[src/rtl/ysyx_22050612_pkg.sv]
// Shared decode-controller definitions: state encoding, instruction
// constants and the helper that classifies multiply/divide instructions.
package ysyx_22050612_pkg;

  typedef enum logic [1:0] {
    S_IDLE     = 2'd0,
    S_FULL     = 2'd1,
    S_MDU_WAIT = 2'd2,
    S_HALT     = 2'd3
  } state_t;

  localparam logic [31:0] INST_EBREAK = 32'h0010_0073;
  localparam logic [31:0] INST_NOP    = 32'h0000_0013;
  localparam logic [6:0]  OPC_OP      = 7'b0110011;
  localparam logic [6:0]  OPC_OP_32   = 7'b0111011;
  localparam logic [6:0]  F7_MULDIV   = 7'b0000001;

  // Multiply/divide/remainder: register-register op (64- or 32-bit) with the M funct7.
  function automatic logic is_mdu(input logic [31:0] inst);
    return ((inst[6:0] == OPC_OP) || (inst[6:0] == OPC_OP_32)) &&
           (inst[31:25] == F7_MULDIV);
  endfunction

endpackage

[src/rtl/ysyx_22050612_satcnt.sv]
// Up-counter that sticks at all-ones instead of wrapping.
module ysyx_22050612_satcnt #(
  parameter int WIDTH = 32
) (
  input  logic             clk,
  input  logic             rst_n,
  input  logic             en,
  output logic [WIDTH-1:0] cnt
);

  // Count enabled cycles, holding once the maximum value is reached.
  always_ff @(posedge clk or negedge rst_n) begin
    if (!rst_n) begin
      cnt <= '0;
    end else if (en && (cnt != '1)) begin
      cnt <= cnt + 1'b1;
    end
  end

endmodule

[src/rtl/ysyx_22050612_decode_ctrl.sv]
// Decode-stage controller: a one-entry holding register between fetch and
// execute, with stalls for the multi-cycle MDU and a terminal ebreak halt.
module ysyx_22050612_decode_ctrl
  import ysyx_22050612_pkg::*;
(
  input  logic        clk,
  input  logic        rst_n,
  input  logic        if_valid,
  input  logic [31:0] if_inst,
  input  logic [63:0] if_pc,
  output logic        if_ready,
  output logic        id_valid,
  output logic [31:0] id_inst,
  output logic [63:0] id_pc,
  input  logic        ex_ready,
  input  logic        flush,
  output logic        mdu_start,
  input  logic        mdu_done,
  output logic        halted,
  output logic [63:0] retired_cnt,
  output logic [31:0] stall_cnt
);

  state_t state, state_nxt;
  logic   held_mdu;
  logic   held_ebreak;
  logic   handshake;
  logic   load;

  assign held_mdu    = is_mdu(id_inst);
  assign held_ebreak = (id_inst == INST_EBREAK);

  // Next state, handshake/load strobes and the two combinational outputs.
  always_comb begin
    // NOTE: every output of this block gets a default first so that no path
    // leaves a signal unassigned and infers a latch.
    state_nxt = state;
    if_ready  = 1'b0;
    id_valid  = 1'b0;
    handshake = 1'b0;
    load      = 1'b0;
    unique case (state)
      S_IDLE: begin
        if_ready = !flush;
        if (!flush && if_valid) begin
          load      = 1'b1;
          state_nxt = S_FULL;
        end
      end
      S_FULL: begin
        id_valid = 1'b1;
        if (flush) begin
          state_nxt = S_IDLE;
        end else begin
          handshake = ex_ready;
          if (held_mdu || held_ebreak) begin
            // Nothing may follow these until they resolve.
            if (ex_ready) state_nxt = held_mdu ? S_MDU_WAIT : S_HALT;
          end else begin
            if_ready = ex_ready;
            if (ex_ready) begin
              if (if_valid) load = 1'b1;
              else          state_nxt = S_IDLE;
            end
          end
        end
      end
      S_MDU_WAIT: begin
        if (mdu_done) state_nxt = S_IDLE;
      end
      S_HALT: begin
        state_nxt = S_HALT;
      end
      default: begin
        state_nxt = S_IDLE;
      end
    endcase
  end

  // State, holding register and registered status outputs.
  always_ff @(posedge clk or negedge rst_n) begin
    if (!rst_n) begin
      state       <= S_IDLE;
      id_inst     <= INST_NOP;
      id_pc       <= '0;
      mdu_start   <= 1'b0;
      halted      <= 1'b0;
      retired_cnt <= '0;
    end else begin
      // NOTE: non-blocking assignments so every register samples the
      // pre-edge values regardless of statement order.
      state     <= state_nxt;
      mdu_start <= handshake && held_mdu;
      halted    <= halted || (handshake && held_ebreak);
      if (load) begin
        id_inst <= if_inst;
        id_pc   <= if_pc;
      end
      if (handshake) retired_cnt <= retired_cnt + 64'd1;
    end
  end

  ysyx_22050612_satcnt #(
    .WIDTH(32)
  ) u_stall_cnt (
    .clk  (clk),
    .rst_n(rst_n),
    .en   (state == S_MDU_WAIT),
    .cnt  (stall_cnt)
  );

endmodule

[config.mk]
export PLATFORM = sky130hd
export DESIGN_NAME = ysyx_22050612_decode_ctrl
export DESIGN_NICKNAME = d
export VERILOG_FILES = /design/src/rtl/ysyx_22050612_pkg.sv /design/src/rtl/ysyx_22050612_satcnt.sv /design/src/rtl/ysyx_22050612_decode_ctrl.sv
export SDC_FILE = /design/constraint.sdc
export NUM_CORES = 1
export LEC_CHECK = 0
export BUFFER_PORTS_ARGS = -buffer_cell sky130_fd_sc_hd__buf_2
export CAP_MARGIN = 20
export CORE_UTILIZATION = 50
export DETAILED_ROUTE_END_ITERATION = 6
export PLACE_DENSITY = 0.8
export SYNTH_ARGS = -nofsm -noshare
export SYNTH_HDL_FRONTEND = slang
export SYNTH_HIERARCHICAL = 1
export SYNTH_SLANG_ARGS = --single-unit
[constraint.sdc]
create_clock -name clk -period 2.8 [get_ports clk]
set_input_delay 0.14 -clock clk [delete_from_list [all_inputs] [get_ports clk]]
set_output_delay 0.14 -clock clk [all_outputs]
set_load 0.1 [all_outputs]
Word level (Yosys, flattened, before mapping)
Cells that the tools add are included.
- bits in registers: 196
- input port bits: 102
- output and inout bits: 196
- logic and storage cells: 53
- add/sub/neg operators: 2
- equality and inequality tests: 12
- muxes and demuxes: 21
- reductions and logical operators: 11
- operators by type and width (kind ; count):
    $add A64 B1 Y64 const B ; 1
    $add A32 B1 Y32 const B ; 1
    $eq A32 B21 Y1 const B ; 1
    $ne A32 B32 Y1 const B ; 1
    $eq A7 B6 Y1 const B ; 2
    $mux W2 ; 7
    $mux W1 ; 11
    $pmux W2 S4 ; 1
    $eq A7 B1 Y1 const B ; 1
    $logic_and A1 B1 Y1 ; 5
    $eq A2 B2 Y1 const B ; 2
    $ne A2 B2 Y1 const B ; 2
    $ne A4 B4 Y1 const B ; 1
    $pmux W1 S2 ; 2
    $reduce_and A4 Y1 ; 1
    $logic_or A1 B1 Y1 ; 3
    $ne A3 B3 Y1 const B ; 1
    $eq A2 B1 Y1 const B ; 1
    $logic_not A2 Y1 ; 1
    $logic_not A1 Y1 ; 1

Logic depth before layout (Yosys ltp)
Gate-level depths: netlist (run 1).
- word-level depth: 8
- gate-level depth with buffers: 7
- mapped depth without buffers: 6

Hierarchy
Netlist (run 1), hierarchy kept.
- modules (own cells, without submodules) (module ; times used ; cells an instance ; area an instance (um^2) ; sequential area each (um^2)):
    ysyx_22050612_decode_ctrl ; 1 ; 510 ; 6785.3 ; 4107.7
    ysyx_22050612_satcnt ; 1 ; 151 ; 1624.1 ; 800.8

Worst setup path before layout (run 1)
Ideal clock, no wire load.
- path type: register to register
- from: register retired_cnt[9]
- to: register retired_cnt[56]
- setup time: 0.159 ns
- arrival: 2.614 ns
- data required time: 2.641 ns
- slack: 0.027 ns
- cell stages (with the launch flop): 6
- path buffers: 0
- clock period less this slack: 2.773 ns
- cell sequence: dfrtp_1 > nand3_2 > or4_4 > nor4_4 > nand4_1 > xnor2_1
- word-level cells in the longest chain between the ends: 1
- RTL lines (item ; RTL line ; RTL):
    from (decl) ; ysyx_22050612_decode_ctrl.sv:20 ; output logic [63:0] retired_cnt,
    from (signal assigned) ; ysyx_22050612_decode_ctrl.sv:99 ; if (handshake) retired_cnt <= retired_cnt + 64'd1;
    $add A64 B1 Y64 ; ysyx_22050612_decode_ctrl.sv:99 ;
No other way between the ends.
A chain may end at the register's enable or synchronous reset.

Worst setup path after layout (run 1)
- from: register id_inst[25]
- to: output if_ready
- word-level cells in the longest chain between the ends: 6
- elaborated cells between the ends (all ways): 7
- those cells by class: eq/ne: 2; mux: 3; reduce/logical: 2
- RTL lines (item ; RTL line ; RTL):
    from (decl) ; ysyx_22050612_decode_ctrl.sv:13 ; output logic [31:0] id_inst,
    from (signal assigned) ; ysyx_22050612_decode_ctrl.sv:96 ; id_inst <= if_inst;
    parallel branches: the longest is 2 deep, another holds $eq A32 B21 Y1 ; - ;
    $logic_or A1 B1 Y1 (*) ; ysyx_22050612_decode_ctrl.sv:56 ; if (held_mdu || held_ebreak) begin
    $mux W1 (*) ; ysyx_22050612_decode_ctrl.sv:56 ;
    $mux W1 (*) ; ysyx_22050612_decode_ctrl.sv:52 ; if (flush) begin
    $pmux W1 S2 (*) ; ysyx_22050612_decode_ctrl.sv:42 ; unique case (state)
    to (decl) ; ysyx_22050612_decode_ctrl.sv:11 ; output logic if_ready,
Mark *: on every way between the ends.

==> results of run 1 <==
## final timing paths
path / from / endpoint / slack, ns / depth (start not counted)
hold / removal: mdu_done / state[1]$_DFFE_PN0P_ / 0.04 / 4
setup / recovery: id_inst[25]$_DFFE_PN0P_ / if_ready / 0.30 / 6
min in group asynchronous: rst_n / u_stall_cnt/cnt[25]$_DFFE_PN0P_ / 0.33 / 2
max in group asynchronous: rst_n / id_inst[15]$_DFFE_PN0P_ / 1.68 / 3
hold reg to reg: halted$_DFF_PN0_ / halted$_DFF_PN0_ / 0.46 / 1
setup reg to reg: retired_cnt[3]$_DFFE_PN0P_ / retired_cnt[58]$_DFFE_PN0P_ / 0.50 / 5
## routing by layer
layer / vias up / share of wire [%] / wire, µm
met3: 45 / 5.9 / 1350
li1: 3173 / - / -
met1: 3432 / 40 / 9140
met2: 262 / 51 / 11800
met4: 0 / 2.7 / 623
met5: - / 0 / 0
## critical path: stages (launching register included)
cell and delay, ns:
dfrtp_1 0.43, nor4b_1 0.39, nand4_1 0.19, nor2_2 0.26, a21oi_1 0.10, o31a_1 0.28
buf_2 0.29
## power groups by stage
| stage | clock (W) | combinational, W | sequential, W |
|---|---|---|---|
| global placement | 0 | 0.00587 | 0.00378 |
| CTS | 0.00249 | 0.00602 | 0.00376 |
| detailed placement | 0 | 0.00591 | 0.00381 |
| floorplan | 0 | 0.000848 | 0.00786 |
| global route | 0.00260 | 0.00618 | 0.00387 |
| finish | 0.00244 | 0.00605 | 0.00380 |
## layout by cell type, fill, tap and decap left out, types with 17 or more instances in the layout
| cell | instances |
|---|---|
| xor2_1 | 27 |
| nand2_1 | 46 |
| dlygate4sd3_1 | 97 |
| nand4_1 | 32 |
| xnor2_1 | 65 |
| clkbuf_16 | 17 |
| buf_2 | 296 |
| nand3_1 | 45 |
| dfrtp_1 | 193 |
| nor2_1 | 31 |
| mux2_2 | 97 |
## kinds of logic (layout without fill, tap and decap cells)
group	count (synthesis)	in the layout	share of synthesized area [%]
adder cells (fa/ha/maj)	2	2	0.298
flip-flops	196	196	58.4
XOR/XNOR	92	92	9.58
multiplexers	98	98	13.1
AND/OR/NAND/NOR	233	233	15.8
buffers and inverters	23	442	1.37
AO/OA/AOI/OAI	17	17	1.50
## metrics by stage
stage | hold WS [ns] | utilization [%] | cells | cell area [µm²] | total power [W]
6_report | 0.0443 | 71.2 | 1300 | 11800 | 0.0123
5_1_grt | 0.0557 | 71.2 | 1300 | 11800 | 0.0126
4_1_cts | 0.0177 | 71.2 | 1300 | 11800 | 0.0123
2_1_floorplan | -0.156 | - | 661 | 8410 | 0.00871
3_5_place_dp | 0.240 | 61.8 | 1172 | 10200 | 0.00972
3_3_place_gp | 0.238 | 61.8 | 1172 | 10200 | 0.00965
## area by class of cell
type / count / area share [%]
Tap cell: 220 / 2.34
Clock inverter: 6 / 0.797
Sequential cell: 196 / 41.7
Timing Repair Buffer: 405 / 21.9
Multi-Input combinational cell: 442 / 28.9
Inverter: 6 / 0.191
Clock buffer: 25 / 4.21
## registers in the layout, indices dropped and copies added (netlist names)
| register | flops |
|---|---|
| id_pc | 64 |
| retired_cnt | 64 |
| id_inst | 32 |
| u_stall_cnt/cnt | 32 |
| state | 2 |
| halted | 1 |
| mdu_start | 1 |
## what timing repair did
action                                  CTS  global route
resized for setup                         0             1
hold buffers                             97             0
hold endpoints to repair                177             0
endpoints found under the setup margin    0             1
==> reports/results.txt, run 1 <==
The run finished with clean final reports. A synthesized cell averages 12.7 µm². The relative area change from synthesis to final layout was 39.9%. Post-route clock period utilization: 89.4%. Across the whole layout, storage elements account for 4910 µm².

Fill cells in the final layout number 1,111. In this run the remaining antenna-violating nets after routing total 0. The most instantiated library cell after synthesis was dfrtp_1. The root buffer cell chosen for the clock tree is clkbuf_16. The kind of critical path is reg2out.

The final setup violation count was 0. In the final routed layout, each cell accounts on average for 17.6 µm. After detailed routing, the number of vias per cell comes to 5.32.

The H-tree generated during clock tree synthesis spans 4 levels. Global routing consumed, on the met2 layer, 46.2% of the routing resources. In this run the core area contains 47 standard-cell rows. In this run the tool buffered the top-level ports with 297 buffer cells. The overall die height is 132 µm.

The tools report the number of nets produced by synthesis as 765. The arrival time at the worst endpoint was 2.36 ns. The internal power consumption is 0.00589 W, and the total area of multi-input combinational cells is 3400 µm². The tools report the global-route track usage on met3 as 6.87%.

The first detailed-routing pass took 4 iterations. The worst pin sits at a relative slew slack of 53.1%. Clock-pin slew was measured on the worst setup and hold paths at 0.06 ns. The max-slew violation count is 0, and the number of synthesized flops with an enable pin is 0. Proportion of register bits with asynchronous set or reset after synthesis: 100%. Worst min-delay path category: in2reg.

Ranked by total cell area, the synthesized netlist is headed by dfrtp_1, mux2_2, xnor2_1, xor2_1, nand3_1. The total wirelength of the detailed-routed design came out at 22,900 µm. The maximum fanout along the worst path is 5, and the count of nets after finishing is 1,172.

The detailed router finished its first iteration with 330 violations. Dividing total power by cell area gives a power density of 1040 nW/µm². Peak supply drop: 1.04 mV. The run gives 0 as the count of inserted antenna diode cells.

Clock net sink count: 196. After detailed routing, the number of remaining DRC violations is 0. After technology mapping, the gate count stands at 661. For this run, the number of Yosys warnings is 6. Of the total power, the share spent switching nets is 52.1%.

The tools report the placeable core area as 16,500 µm². STA classifies the critical path endpoint as an output port. After clock tree synthesis, the setup repair step added 0 buffers. TritonCTS built the clock tree. In this run the cell area of the synthesized design comes to 8410 µm².

Before CTS, the worst setup slack after placement is 0.495 ns. Max-cap violations in this run came to 0. In this run, the combinational gates consume 49.2% of the power. Global routing used 27.0% of the available tracks across all layers.

Launching element type of the critical path: a register. For the final weighted congestion in routability-driven placement, the log shows 0.812. The half-perimeter wire length after detailed placement is 14,900 µm, and the initial core utilization is 50.9%. Setup total negative slack on the finished layout was measured at 0 ns. The layer flagged by global routing as most heavily used is met2. The overall via count from detail_route is 6,912, and the worst setup skew after layout is 0.0104 ns. After global routing the overflow that remains totals 0. The number of antenna violations at the first check in global routing is 0, and the worst endpoint required time is 2.66 ns. Clock tree synthesis inserted a total of 17 buffers. The run gives 0.00640 W as the net switching power. For this design the static power due to leakage is 5.74 nW. The number of hold-slack violations in the final timing report was 0; the final critical-path required period was 2.50 ns. The clock passes through at most 2 buffers. For the floorplan die area, the log shows 17,300 µm². In the final layout, the share of cells above drive strength 1 is 42.5%. By count the netlist is led by dfrtp_1, mux2_2, xnor2_1, nand2_1, nand3_1. At the pin with the least slew margin, the transition time is 0.704 ns. Measured along the x axis, the die boundary spans 132 µm. The fraction of power consumed by sequential logic came out at 30.9%. The first global-routing pass estimated 36,800 µm of wire. The pin count of the biggest net entering global routing was 97; the least setup slack across all paths after layout was 0.297 ns.

After synthesis the netlist holds a flip-flop and latch count of 196. The run gives 0.42 ns as the source-to-sink clock delay at the later pin of the worst-skew pair. The share of power burned in the clock network was 19.9%; the number of global-route vias before repair was 7,181. The synthesized netlist contains 52 unique library cells. The cell type contributing the most total cell area after synthesis is dfrtp_1. Setup repair after global routing left no endpoint under its margin. The highest clock frequency the design can meet is 0.400 GHz, and the met1 track demand over resource in global routing is 32.4%. The count of boundary I/O pins is 298. In the synthesized netlist the dominant register cell turns out to be dfrtp_1.

For this run, the register share of the synthesized area comes to 58.4%. Area share of the largest cell type after synthesis: 57.4%.
Power figures use the tool's default switching activity.
==> run 2: changes to the inputs <==
CELL_PAD_IN_SITES_DETAIL_PLACEMENT = 0   (was not set)
CELL_PAD_IN_SITES_GLOBAL_PLACEMENT = 2   (was not set)
CORE_UTILIZATION = 32   (was 50)
PLACE_DENSITY = not set   (was 0.8)
PLACE_DENSITY_LB_ADDON = 0.1   (was not set)
==> run 2 against run 1 <==
  * Cell area grew 1.2%
  * Setup slack lost 0.047 ns
  * Core utilization shrank 24 points
  * Die area grew 55%
  * Cell count grew 8.6%
  * Routed wire length grew 0.42%
  * Via count shrank 4.2%
  * Flip-flop and latch count is the same
  * Fmax shrank 1.9%
  * Clock skew grew 0.0053 ns
  * Clock power shrank 2%
  * Critical path type unchanged
==> reports/results.txt, run 2 (synthesis gave the netlist of run 1 again) <==
The flow ran to the end, and the final reports show no timing, DRC or antenna violations. CTS placed an instance of clkbuf_16 at the clock tree root. For the number of hold-slack violations in the final timing report, the log shows 0. Setup violations remaining at the end of the flow were counted as 0. The static power due to leakage was 5.74 nW. The initial DRC count is 307, and the overall die height is 164 µm. Power spread over the standard cell area amounts to 1020 nW/µm². The delay of the slowest critical-path stage is 0.40 ns, and the overall global routing resource usage is 17.5%.

The quantity of I/O buffers inserted on ports is 297. The total overflow left after global routing is 0. The first detailed-routing pass ran for 5 iterations. Detailed placement finished with a half-perimeter wire length of 16,600 µm. Before CTS, the worst setup slack after placement is 0.445 ns. STA puts the critical path data arrival time at 2.41 ns. After detailed routing, the number of vias per cell comes to 4.69. The pin count of the biggest net entering global routing was 97.

No sink is reached through more buffers than the 2 on the longest clock path. The largest registers in the layout are id_pc (64), retired_cnt (64). The clock reaches the later pin of the worst-skew pair after 0.43 ns.

The worst setup path is captured at an output port. TritonCTS built the clock tree. The tools report the least setup slack across all paths after layout as 0.250 ns. Buffers inserted during clock tree synthesis total 17.

The initialized floorplan defines 58 standard-cell rows. In this run the standard cell core region covers 25,500 µm². For the max-slew violation count, the log shows 0. The peak supply drop is 0.791 mV. The number of design rule violations left after detail routing was 0. At the pin with the least slew margin, the transition time is 0.605 ns. The clock-pin slew on the worst setup and hold paths is 0.08 ns, and the worst endpoint required time is 2.66 ns.

The detail route stage leaves a number of antenna-violating nets equal to 0. The first-pass GRT wire length came out at 36,700 µm. Counting the fill cells in the layout gives 2,442.

Based on the critical path, the design can be clocked at up to 0.392 GHz. The number of global-route vias before repair was 6,694. The die boundary width came out at 164 µm. The library cell used most frequently in the layout, excluding fill and tap cells, is buf_2. Cells with a size suffix above 1 make up 42.9% of the layout. Of the available clock period, the critical path in the final layout requires 91.1%. The floorplan die area was 26,900 µm².

The maximum fanout along the worst path was 5. The worst min-delay path category is in2reg. The routed layout has 6,620 vias. For the number of violations of the max-capacitance limit, the log shows 0. Final setup TNS: 0 ns. Setup repair after global routing left no endpoint under its margin. The tools report the worst slew slack as a fraction of its limit as 59.4%. Walking the worst path, the cells encountered are nor4_1, nand4_1, nor2_2, a21oi_1, o31a_1, buf_2.

In this run the number of H-tree levels came out at 4. The clock net sink count was 196; the count of inserted antenna diode cells was 0. The launching element type of the critical path is a register.

The area growth from synthesis to layout is 41.6%. Dividing the detail-routed wire length by the instance count gives 16.3 µm. The cell at the slowest stage of the critical path was dfrtp_1. Counting I/O delays and the setup requirement, the final critical path takes 2.55 ns.

In the layout the commonest cells are buf_2, dfrtp_1, mux2_2, dlygate4sd3_1, xnor2_1. The logs give 0.0157 ns for the worst setup skew after layout and 298 for the count of boundary I/O pins. The net count of the finished layout is 1,173. The kind of critical path was reg2out. After detailed routing, the total wire length is 23,000 µm.

The number of setup buffers added after CTS is 0. Number of antenna violations at the first check in global routing: 0. The initial core utilization came out at 33.0%. The final weighted congestion in routability-driven placement is 0.736.
run 2: layout make-up:
cell class / count / area, µm² / area share (%)
tap: 330 / 413 / 3.47
clock inverter: 14 / 145 / 1.22
timing repair buffer: 406 / 2590 / 21.8
clock buffer: 18 / 429 / 3.60
sequential: 196 / 4910 / 41.2
inverter: 6 / 22.5 / 0.189
multi-input combinational: 442 / 3400 / 28.5
run 2: repair_timing:
action,in CTS,in global routing
hold endpoints to repair,161,0
gates resized for setup,0,1
hold buffers,97,0
setup endpoints to repair,0,1
run 2: worst paths after layout:
path | depth (start not counted) | endpoint | slack (ns) | start
max | 6 | if_ready | 0.25 | id_inst[8]$_DFFE_PN0P_
max in group asynchronous | 3 | retired_cnt[13]$_DFFE_PN0P_ | 1.72 | rst_n
min | 4 | state[1]$_DFFE_PN0P_ | 0.02 | mdu_done
min in group asynchronous | 2 | u_stall_cnt/cnt[29]$_DFFE_PN0P_ | 0.29 | rst_n
max reg2reg | 5 | retired_cnt[58]$_DFFE_PN0P_ | 0.50 | retired_cnt[36]$_DFFE_PN0P_
min reg2reg | 1 | halted$_DFF_PN0_ | 0.45 | halted$_DFF_PN0_
run 2: routing by layer:
layer  vias to the layer above  GRT usage (%)  share of wire, %
met4                         0           4.12               1.2
met3                        14           5.08               6.4
met2                       189           28.9                49
met1                      3242           22.5                44
met5                         -              0                 0
li1                       3175              -                 -
run 2: worst max-delay path, delay by kind of cell, from the launching register on:
family	cells	cell delay, ns
DFF	1	0.40
and+or+nand+nor	3	0.88
buffers and inverters	1	0.30
AOI/OAI and AO/OA	2	0.40
run 2: power by group:
group	internal, W	switching [W]
logic	0.00107	0.00495
registers	0.00340	0.000335
clock network	0.00119	0.00121
run 2: stage by stage:
step,std cells,total power (W),utilization [%],area (µm²),hold WS [ns]
3_5_place_dp,1283,0.00974,40.7,10400,0.210
6_report,1412,0.0121,46.8,11900,0.0198
5_1_grt,1412,0.0126,46.8,11900,0.0295
2_1_floorplan,661,0.00871,-,8410,-0.156
4_1_cts,1412,0.0123,46.8,11900,0.00818
3_3_place_gp,1283,0.00971,40.7,10400,0.212
==> run 3: changes to the inputs <==
--- a/config.mk
+++ b/config.mk
@@ -8,9 +8,6 @@
 export BUFFER_PORTS_ARGS = -buffer_cell sky130_fd_sc_hd__buf_2
 export CAP_MARGIN = 20
-export CELL_PAD_IN_SITES_DETAIL_PLACEMENT = 0
-export CELL_PAD_IN_SITES_GLOBAL_PLACEMENT = 2
-export CORE_UTILIZATION = 32
+export CORE_UTILIZATION = 30
 export DETAILED_ROUTE_END_ITERATION = 6
-export PLACE_DENSITY_LB_ADDON = 0.1
 export SYNTH_ARGS = -nofsm -noshare
 export SYNTH_HDL_FRONTEND = slang
==> constraint.sdc (replaced) <==
create_clock -name clk -period 2.8 [get_ports clk]
set_input_delay 0.14 -clock clk [delete_from_list [all_inputs] [get_ports clk]]
set_output_delay 0.14 -clock clk [all_outputs]
set_load 0.01 [all_outputs]
==> run 3 against run 2 <==
  * Fmax up 5.6%
  * Count of clock-buffer cells in the layout unchanged
  * Largest power group is now sequential cells
  * Via count up 1.3%
  * Clock power up 2%
  * Sequential power up 1%
  * Critical path type is now reg2reg
  * Critical path depth unchanged
  * Register-to-register slack worse by 0.12 ns
  * Setup slack better by 0.13 ns
  * Core utilization down 2.6 points
  * Total power down 32%
  * Combinational power down 66%
==> reports/results.txt, run 3 (synthesis gave the netlist of run 1 again) <==
The master cell of the clock root buffer was clkbuf_16. For the worst setup skew after layout, the log shows 0.0137 ns. After floorplanning, the core was divided into 60 placement rows. Max-slew violation count: 0. VDD sags by at most 0.310 mV.

The die covers 28,700 µm². The pin count of the biggest net entering global routing was 75. The largest registers in the layout are id_pc (64), retired_cnt (64). For this design the ratio of total power to cell area is 688 nW/µm². The clock-pin slew on the worst setup and hold paths works out to 0.07 ns. The launching element type of the critical path is a register. The delay of the slowest critical-path stage was 0.53 ns. Cell at the slowest stage of the critical path: dfstp_2. After layout, the worst path uses 86.3% of the clock period. After global routing the overflow that remains totals 0.

In this run the count of I/O pins placed on the die edge is 298. The tools report the arrival time at the worst endpoint as 2.72 ns. The finished cells cover 12,000 µm².

Across the run, the number of max-cap violations was 0. For this design, the sink count on the clock tree is 196. The run gives 7,011 as the number of global-route vias before repair.

The flow ran to the end, and the final reports show no timing, DRC or antenna violations. The number of routed nets with antenna violations is 0, and the maximum clock insertion buffer count is 2. Measured in cells, the most critical reg-to-reg path has a length of 6.

From synthesis to final layout, the design area changed by 43.1%. The number of buffers added by the clock tree synthesis step is 17. For the post-detailed-placement cell area, the log shows 10,500 µm². TritonCTS built the clock tree. Global routing consumed, over all layers together, 16.4% of the routing resources. The tightest min-delay check is of the in2reg type.

After floorplanning, the core was sized to cover 27,300 µm². For the pin with the worst max-slew slack, the measured transition is 0.705 ns. Summed over all layers, the routed wires come to 23,200 µm.

Once the floorplan was initialized, standard cells occupied 30.9% of the core. The count of nets after finishing is 1,178, and the die boundary width is 169 µm. Counting instances, the worst hold path has a depth of 4. At the worst endpoint, the required time is 3.10 ns.

Cells fill 44.2% of the core in the end. Static timing analysis puts the maximum clock frequency at 0.414 GHz. Source-to-sink clock delay at the later pin of the worst-skew pair: 0.43 ns.

The maximum fanout along the worst path was 18; the quantity of I/O buffers inserted on ports was 297. For this block, the initial DRC count from the detailed router was 201. Of the cells placed in the final design, the portion with a size suffix greater than 1 is 43.2%.

The kind of end point of the critical path was a register. The total number of H-tree levels was 4; the number of iterations in the first detailed-routing pass was 4. The final setup TNS came out at 0 ns. The critical path is of the reg2reg type.

After layout, the minimum clock period comes to 2.42 ns. The first-pass GRT wire length was 37,200 µm. After detailed routing, the average wire length per cell comes to 15.9 µm. Setup violations remaining at the end of the flow were counted as 0. The top cell types in the final layout, fill and taps aside, are buf_2, dfrtp_1, mux2_2, dlygate4sd3_1, xnor2_1. The number of design rule violations left after detail routing was 0. Across all layers, the routed design uses 6,706 vias.

The die is 169 µm tall. The critical path goes through nor4b_1, nand3_1, a31oi_1, o21ai_4, buf_4, mux2_2. Setup repair after global routing left no endpoint under its margin. The completed layout was analyzed and its total power is 0.00828 W.

The static power due to leakage was 5.78 nW; the number of antenna violations at the first check in global routing was 1. The library cell used most frequently in the layout, excluding fill and tap cells, is buf_2. The final weighted congestion in routability-driven placement is 0.815, and the half-perimeter wire length after detailed placement is 16,200 µm.

In the routed layout, each cell is associated on average with a via count of 4.59. In this run the tightest slew margin relative to its limit is 52.8%. For the number of hold-slack violations in the final timing report, the log shows 0.
## run 3: changes by cell type in the layout (fill, tap and decap cells not counted), sizes merged
| cell | previous run | this run |
|---|---|---|
| diode | 0 | 1 |
| inv | 13 | 12 |
| clkinv | 7 | 5 |
| clkinvlp | 0 | 3 |
| buf | 308 | 314 |
| dlygate4sd3 | 97 | 96 |
## run 3: per-stage QoR
step / setup WS (ns) / hold slack (ns) / instances
6_report: 0.384 / 0.0280 / 1460
5_1_grt: 0.255 / 0.0114 / 1460
4_1_cts: 0.331 / 0.00502 / 1459
3_5_place_dp: 0.413 / 0.218 / 1331
3_3_place_gp: 0.486 / 0.219 / 1331
2_1_floorplan: 0.737 / -0.156 / 661
## run 3: layout make-up
cell class | instances | area (µm²)
antenna | 1 | 2.50
timing repair buffer | 411 | 2640
clock inverter | 14 | 159
fill | 2526 | 15200
tap | 372 | 465
multi-input combinational | 442 | 3400
sequential | 196 | 4910
inverter | 6 | 22.5
clock buffer | 18 | 439
## run 3: what timing repair did
action | 4_1_cts | 5_1_grt
resized for setup | 0 | 0
setup buffers | 0 | 0
hold endpoints to repair | 164 | 0
hold buffers | 96 | 0
## run 3: critical path: cells and delay by family, from the launching register on
kind,cells,cell delay (ns)
compound gates,2,0.60
buf+inv,1,0.29
flops,1,0.53
mux,1,0.29
simple gates,2,0.59
## run 3: layer usage
| metal | wire, µm | share of wire, % | global-route usage, % |
|---|---|---|---|
| met1 | 9740 | 42 | 20.0 |
| met2 | 11500 | 50 | 28.1 |
| met3 | 1500 | 6.5 | 4.55 |
| met4 | 402 | 1.7 | 5.25 |
| met5 | 0 | 0 | 0 |
## run 3: power breakdown
group,internal [W],leakage [nW],switching (W)
clock network,0.00122,0.280,0.00123
registers,0.00340,2.49,0.000367
logic,0.00109,3.00,0.000975
## run 3: path summary, 6_finish.rpt
kind | start | endpoint | slack [ns]
max reg2reg | id_inst[4]$_DFFE_PN1P_ | id_pc[47]$_DFFE_PN0P_ | 0.38
min | mdu_done | state[1]$_DFFE_PN0P_ | 0.03
min in group asynchronous | rst_n | u_stall_cnt/cnt[27]$_DFFE_PN0P_ | 0.30
max | id_inst[4]$_DFFE_PN1P_ | id_pc[47]$_DFFE_PN0P_ | 0.38
min reg2reg | halted$_DFF_PN0_ | halted$_DFF_PN0_ | 0.48
max in group asynchronous | rst_n | id_inst[4]$_DFFE_PN1P_ | 1.72
